### src/rtl/program_loader.sv
// program_loader: write-side loader for the byte-wide program memory.
// Receives a frame {LEN, N payload bytes, CHK} over a 4-phase valid/ack handshake.
// Payload is written to addresses 0..N-1 and checked against an XOR checksum.
// The core stays stalled while loading_o is high.
//
// Ports:
//   clk_i         system clock
//   rst_i         asynchronous, active-high reset
//   load_start_i  one-cycle pulse that starts (or restarts) a load session
//   byte_in_i     host data, stable while byte_valid_i is high
//   byte_valid_i  host strobe, asynchronous to clk_i
//   byte_ack_o    loader acknowledge (4-phase)
//   mem_addr_o    program memory write address
//   data_in_o     program memory write data
//   mem_we_o      one-cycle program memory write enable
//   loading_o     session in progress; core must stall
//   load_done_o   session finished with a good checksum
//   load_err_o    session finished with a checksum mismatch
module program_loader #(
  parameter int unsigned ADDR_W = 8,
  parameter int unsigned DATA_W = 8
) (
  input  logic              clk_i,
  input  logic              rst_i,
  input  logic              load_start_i,
  input  logic [DATA_W-1:0] byte_in_i,
  input  logic              byte_valid_i,
  output logic              byte_ack_o,
  output logic [ADDR_W-1:0] mem_addr_o,
  output logic [DATA_W-1:0] data_in_o,
  output logic              mem_we_o,
  output logic              loading_o,
  output logic              load_done_o,
  output logic              load_err_o
);

  typedef enum logic [2:0] {
    StIdle, StWaitLen, StPayload, StAckLow, StCheck, StDone, StError
  } state_e;

  state_e state_q, state_d;
  state_e ret_q, ret_d;  // state to enter once the host drops valid

  logic              sync1_q, vs_q;
  logic              ack_q, ack_d;
  logic              we_q, we_d;
  logic              loading_q, loading_d;
  logic              done_q, done_d;
  logic              err_q, err_d;
  logic [ADDR_W-1:0] addr_q, addr_d;
  logic [ADDR_W-1:0] count_q, count_d;
  logic [DATA_W-1:0] data_q, data_d;
  logic [DATA_W-1:0] chk_q, chk_d;
  logic              last_byte;

  // addr_q counts bytes already written; LEN=0 makes count-1 wrap to the top address.
  assign last_byte = (addr_q == count_q - ADDR_W'(1));

  // State register and datapath flops.
  always_ff @(posedge clk_i or posedge rst_i) begin
    if (rst_i) begin
      state_q   <= StIdle;
      ret_q     <= StPayload;
      sync1_q   <= 1'b0;
      vs_q      <= 1'b0;
      ack_q     <= 1'b0;
      we_q      <= 1'b0;
      loading_q <= 1'b0;
      done_q    <= 1'b0;
      err_q     <= 1'b0;
      addr_q    <= '0;
      count_q   <= '0;
      data_q    <= '0;
      chk_q     <= '0;
    end else begin
      state_q   <= state_d;
      ret_q     <= ret_d;
      sync1_q   <= byte_valid_i;
      vs_q      <= sync1_q;
      ack_q     <= ack_d;
      we_q      <= we_d;
      loading_q <= loading_d;
      done_q    <= done_d;
      err_q     <= err_d;
      addr_q    <= addr_d;
      count_q   <= count_d;
      data_q    <= data_d;
      chk_q     <= chk_d;
    end
  end

  // Next-state logic. load_start_i beats a coincident synchronized valid.
  always_comb begin
    state_d = state_q;
    ret_d   = ret_q;
    if (load_start_i) begin
      state_d = StWaitLen;
      ret_d   = StPayload;
    end else begin
      case (state_q)
        StWaitLen: if (vs_q) begin
          state_d = StAckLow;
          ret_d   = StPayload;
        end
        StPayload: if (vs_q) begin
          state_d = StAckLow;
          ret_d   = last_byte ? StCheck : StPayload;
        end
        StAckLow: if (!vs_q) state_d = ret_q;
        StCheck: if (vs_q) begin
          state_d = StAckLow;
          ret_d   = (byte_in_i == chk_q) ? StDone : StError;
        end
        default: ;
      endcase
    end
  end

  // Output / datapath next values.
  always_comb begin
    ack_d     = ack_q;
    we_d      = 1'b0;
    loading_d = loading_q;
    done_d    = done_q;
    err_d     = err_q;
    addr_d    = addr_q;
    count_d   = count_q;
    data_d    = data_q;
    chk_d     = chk_q;
    if (load_start_i) begin
      ack_d     = 1'b0;
      loading_d = 1'b1;
      done_d    = 1'b0;
      err_d     = 1'b0;
      addr_d    = '0;
      chk_d     = '0;
    end else begin
      // Address advances the cycle after the write strobe.
      if (we_q) addr_d = addr_q + ADDR_W'(1);
      case (state_q)
        StWaitLen: if (vs_q) begin
          count_d = ADDR_W'(byte_in_i);
          ack_d   = 1'b1;
        end
        StPayload: if (vs_q) begin
          data_d = byte_in_i;
          we_d   = 1'b1;
          chk_d  = chk_q ^ byte_in_i;
          ack_d  = 1'b1;
        end
        StAckLow: if (!vs_q) begin
          ack_d = 1'b0;
          if (ret_q == StDone) begin
            loading_d = 1'b0;
            done_d    = 1'b1;
          end else if (ret_q == StError) begin
            loading_d = 1'b0;
            err_d     = 1'b1;
          end
        end
        StCheck: if (vs_q) ack_d = 1'b1;
        default: ;
      endcase
    end
  end

  assign byte_ack_o  = ack_q;
  assign mem_addr_o  = addr_q;
  assign data_in_o   = data_q;
  assign mem_we_o    = we_q;
  assign loading_o   = loading_q;
  assign load_done_o = done_q;
  assign load_err_o  = err_q;

endmodule
### config.mk
export PLATFORM = sky130hd
export DESIGN_NAME = program_loader
export DESIGN_NICKNAME = d
export VERILOG_FILES = /design/src/rtl/program_loader.sv
export SDC_FILE = /design/constraint.sdc
export NUM_CORES = 1
export LEC_CHECK = 0
export BUFFER_PORTS_ARGS = -buffer_cell sky130_fd_sc_hd__buf_2
export CAP_MARGIN = 15
export CELL_PAD_IN_SITES_DETAIL_PLACEMENT = 1
export CELL_PAD_IN_SITES_GLOBAL_PLACEMENT = 1
export CORE_UTILIZATION = 44
export DETAILED_ROUTE_END_ITERATION = 8
export HOLD_SLACK_MARGIN = 0.15
export PLACE_DENSITY = 0.89
export SLEW_MARGIN = 15
export SYNTH_ARGS = -nofsm -noshare
export SYNTH_HDL_FRONTEND = slang
export SYNTH_SLANG_ARGS = --single-unit
### constraint.sdc
create_clock -name clk_i -period 2.2 [get_ports clk_i]
set_clock_uncertainty 0.05 [all_clocks]
set_input_delay 0.11 -clock clk_i [delete_from_list [all_inputs] [get_ports clk_i]]
set_output_delay 0.11 -clock clk_i [all_outputs]
set_load 0.02 [all_outputs]
==> summary.md <==
| Metric | Value |
|---|---|
| Die height | about 75 µm |
| Status | complete, no violations |
| Hold WC Path Type | input pin to asynchronous set/reset pin |
| Residual DRC | 0 |
| Final antenna-violating net count | 0 |
| CTS tree | built |
| Critical path data required time | around 2.3 ns |
| Clock transition at the registers of the reported paths | approximately 0.080 ns |
| Hold Violations, Final | 0 |
| Worst r2r dst | data_in_o[2]$_DFFE_PP0P_ |
| Number of global-route vias before repair | between 1500 and 2000 |
| YS warnings | 0 |
| # nets final | between 200 and 300 |
| Slowest CP cell | dfrtp_1 |
| Leak | around 1.3 nW |
| Min Tclk post-route | 2.09 ns |
| Worst-Margin Slew | between 0.6 and 0.7 ns |
| Num rows | 26 |
| Share of the synthesized area in the top cell type | ~48% |
| Clock sink total | 45 |
| Post-CTS sizing | 0 |
| Routability-driven placement congestion ratio | 0.791 |
| Dominant cells by area after synthesis | dfrtp_1 48%, mux2_2 6.8%, xor2_1 6.8% |
| Core area | 0.00507 mm² |
| Post-synthesis cell area | roughly 0.0023 mm² |
| Clock Tree Root | clkbuf_8 |
| Commonest cells post-synth | 44 x dfrtp_1, 24 x nor2_1, 19 x nand2_1 |
| Grt ovf | 0 |
| Slew HR | a little under three fifths |
| Setup TNS | 0 ns |
| Synth unique cells | 44 |
| Async SR Flop Fraction | 100% |
| Antenna violations before repair | 0 |
| Layout Utilization | roughly 54% |
| Io pins | 33 |
| Max Transition Viols Final | 0 |
| Syn avg cell area | ~10 µm² |
| Most common cell in the synthesized netlist | dfrtp_1 |
| Syn-to-layout area delta | 19.3% |
| Initial DRC count | 83 |
| Synth Register Bits | 45 |
| Max clock buf depth | 2 |
| Hold Slack | 0.304 ns |
| Gr usage total | about a quarter |
| Post-synthesis net count | between 200 and 250 |
| Maximum vdd drop | around 0.00049 V |
| Vias/cell | approximately 5.5 |
| Crit Path Class | flip-flop to flip-flop |
| Total power divided by cell area | around 770 mW/mm² |
| Count of input and output buffers | 32 |
| Crit path DAT | 2.24 ns |
| Type of destination of the critical path | flip-flop |
| Maxcap violations | 0 |
| Post-DP HPWL | 3.97 mm |
| Starting Density | 45.6% |
| Via count | ~1900 |
| Die area | between 0.005 and 0.006 mm² |
| EDFF count, synth | 0 |
| Routed wire length | roughly 6.5 mm |
| # hold bufs at CTS | 11 |
| DRT Pass-1 Iters | 4 |
| Clock latency on the worst-skew pair | around 0.3 ns |
| Crit start category | flip-flop |
| First-pass GRT wire length | roughly 10 mm |
| Routed WL per cell | 19.0 µm |
| R2R cell count | 4 |
| RSZ-0062 raised after global routing | no |
| Share of cells above drive strength 1 | 23.7% |
| Fin crit share | 95.2% |
| Die W | between 70 and 80 µm |
| Worst-path fanout max | 11 |
| # diodes | 0 |
| H-tree levels | 2 |
| Crit path cell chain | nor3b_2, and2_1, and2b_1, mux2_2 |
| Post-CTS setup buffers | 0 |
| Sequential share of the synthesized area | roughly half |
| Post-Syn Instances | around 230 |
| Slowest stage delay, CP | approximately 0.6 ns |
| Dominant synthesized flop cell | dfrtp_1 |
| Max frequency | around 480 MHz |
| Final setup fails | 0 |
| Worst r2r src | state_q[1]$_DFFE_PP0P_ |
| Largest area contributor in the netlist | dfrtp_1 |
| Largest net degree at the start of global routing | 31 |
| Flop2flop setup slack | approximately 0.11 ns |
| CTS buffer count | 5 |
[metal layers]
metal  track usage (%)  vias up  part of all wire (%)
met5                 0        -                     0
met2              43.4       56                    52
met1              32.8      947                    42
met3              4.47       18                   3.4
met4              11.1        0                   2.7
li1                  -      856                     -
[state kept, by name, summed over array words and instances, names as in the netlist]
signal,count
byte_ack_o,1
chk_q,8
count_q,8
data_in_o,8
load_done_o,1
load_err_o,1
loading_o,1
mem_addr_o,8
mem_we_o,1
ret_q,3
state_q,3
sync1_q,1
vs_q,1
[through the flow]
| step | cells | instance area, µm² | total power [mW] | setup slack, ns |
|---|---|---|---|---|
| after global placement | 321 | 2540 | 1.42 | 0.352 |
| after floorplan | 227 | 2320 | 1.32 | 0.566 |
| after CTS | 340 | 2760 | 2.12 | 0.232 |
| after global routing | 340 | 2760 | 2.22 | 0.0534 |
| after detailed placement | 321 | 2540 | 1.45 | 0.232 |
| final | 340 | 2760 | 2.14 | 0.106 |
[final cells by class]
type                       count  area (µm²)
sequential                    45        1130
clock inverter                 1        30.0
multi-input combinational    163        1100
fill                         576        2310
timing repair buffer          48         308
clock buffer                   7        86.3
tap                           70        87.6
inverter                       6        22.5
[critical path: cells and delay by family (launching register included)]
kind | cells | cell delay (ns)
flip-flops | 1 | 0.60
multiplexers | 1 | 0.40
AND/OR/NAND/NOR | 3 | 0.93
[kinds of logic (layout without fill, tap and decap cells)]
group,Yosys count,in the layout,share of synthesized area (%)
flops,45,45,48.7
compound gates,35,35,9.40
xor+xnor,33,33,12.5
mux,15,15,7.24
buf+inv,19,62,3.73
fa+ha+maj,2,2,1.08
simple gates,78,78,17.4
[worst max path at each step]
stage	from	end	slack, ns
after CTS	state_q[1]$_DFFE_PP0P_	data_in_o[1]$_DFFE_PP0P_	0.23
after detailed placement	state_q[1]$_DFFE_PP0P_	data_in_o[6]$_DFFE_PP0P_	0.23
after global placement	state_q[1]$_DFFE_PP0P_	data_in_o[4]$_DFFE_PP0P_	0.35
after floorplan	count_q[0]$_DFFE_PP0P_	ret_q[2]$_DFFE_PP0P_	0.57
after global routing	state_q[1]$_DFFE_PP0P_	data_in_o[7]$_DFFE_PP0P_	0.05
final	state_q[1]$_DFFE_PP0P_	data_in_o[2]$_DFFE_PP0P_	0.11
[cell usage in the layout, fill, tap and decap left out, drive strengths merged, types with 3 or more instances in the layout]
cell type,count
a21o,3
a21oi,10
buf,37
clkbuf,7
dfrtp,44
dlygate4sd3,11
inv,5
mux2,14
nand2,19
nand4,6
nor2,25
nor2b,3
nor3,4
o21ai,9
o21bai,3
or3,4
xnor2,15
xor2,18
[power by group]
part | total [mW] | internal (mW) | switching [mW]
Clock | 0.662 | 0.371 | 0.291
Sequential | 1.01 | 0.910 | 0.101
Combinational | 0.463 | 0.207 | 0.256
No activity file was read; power rests on OpenSTA's default activity.
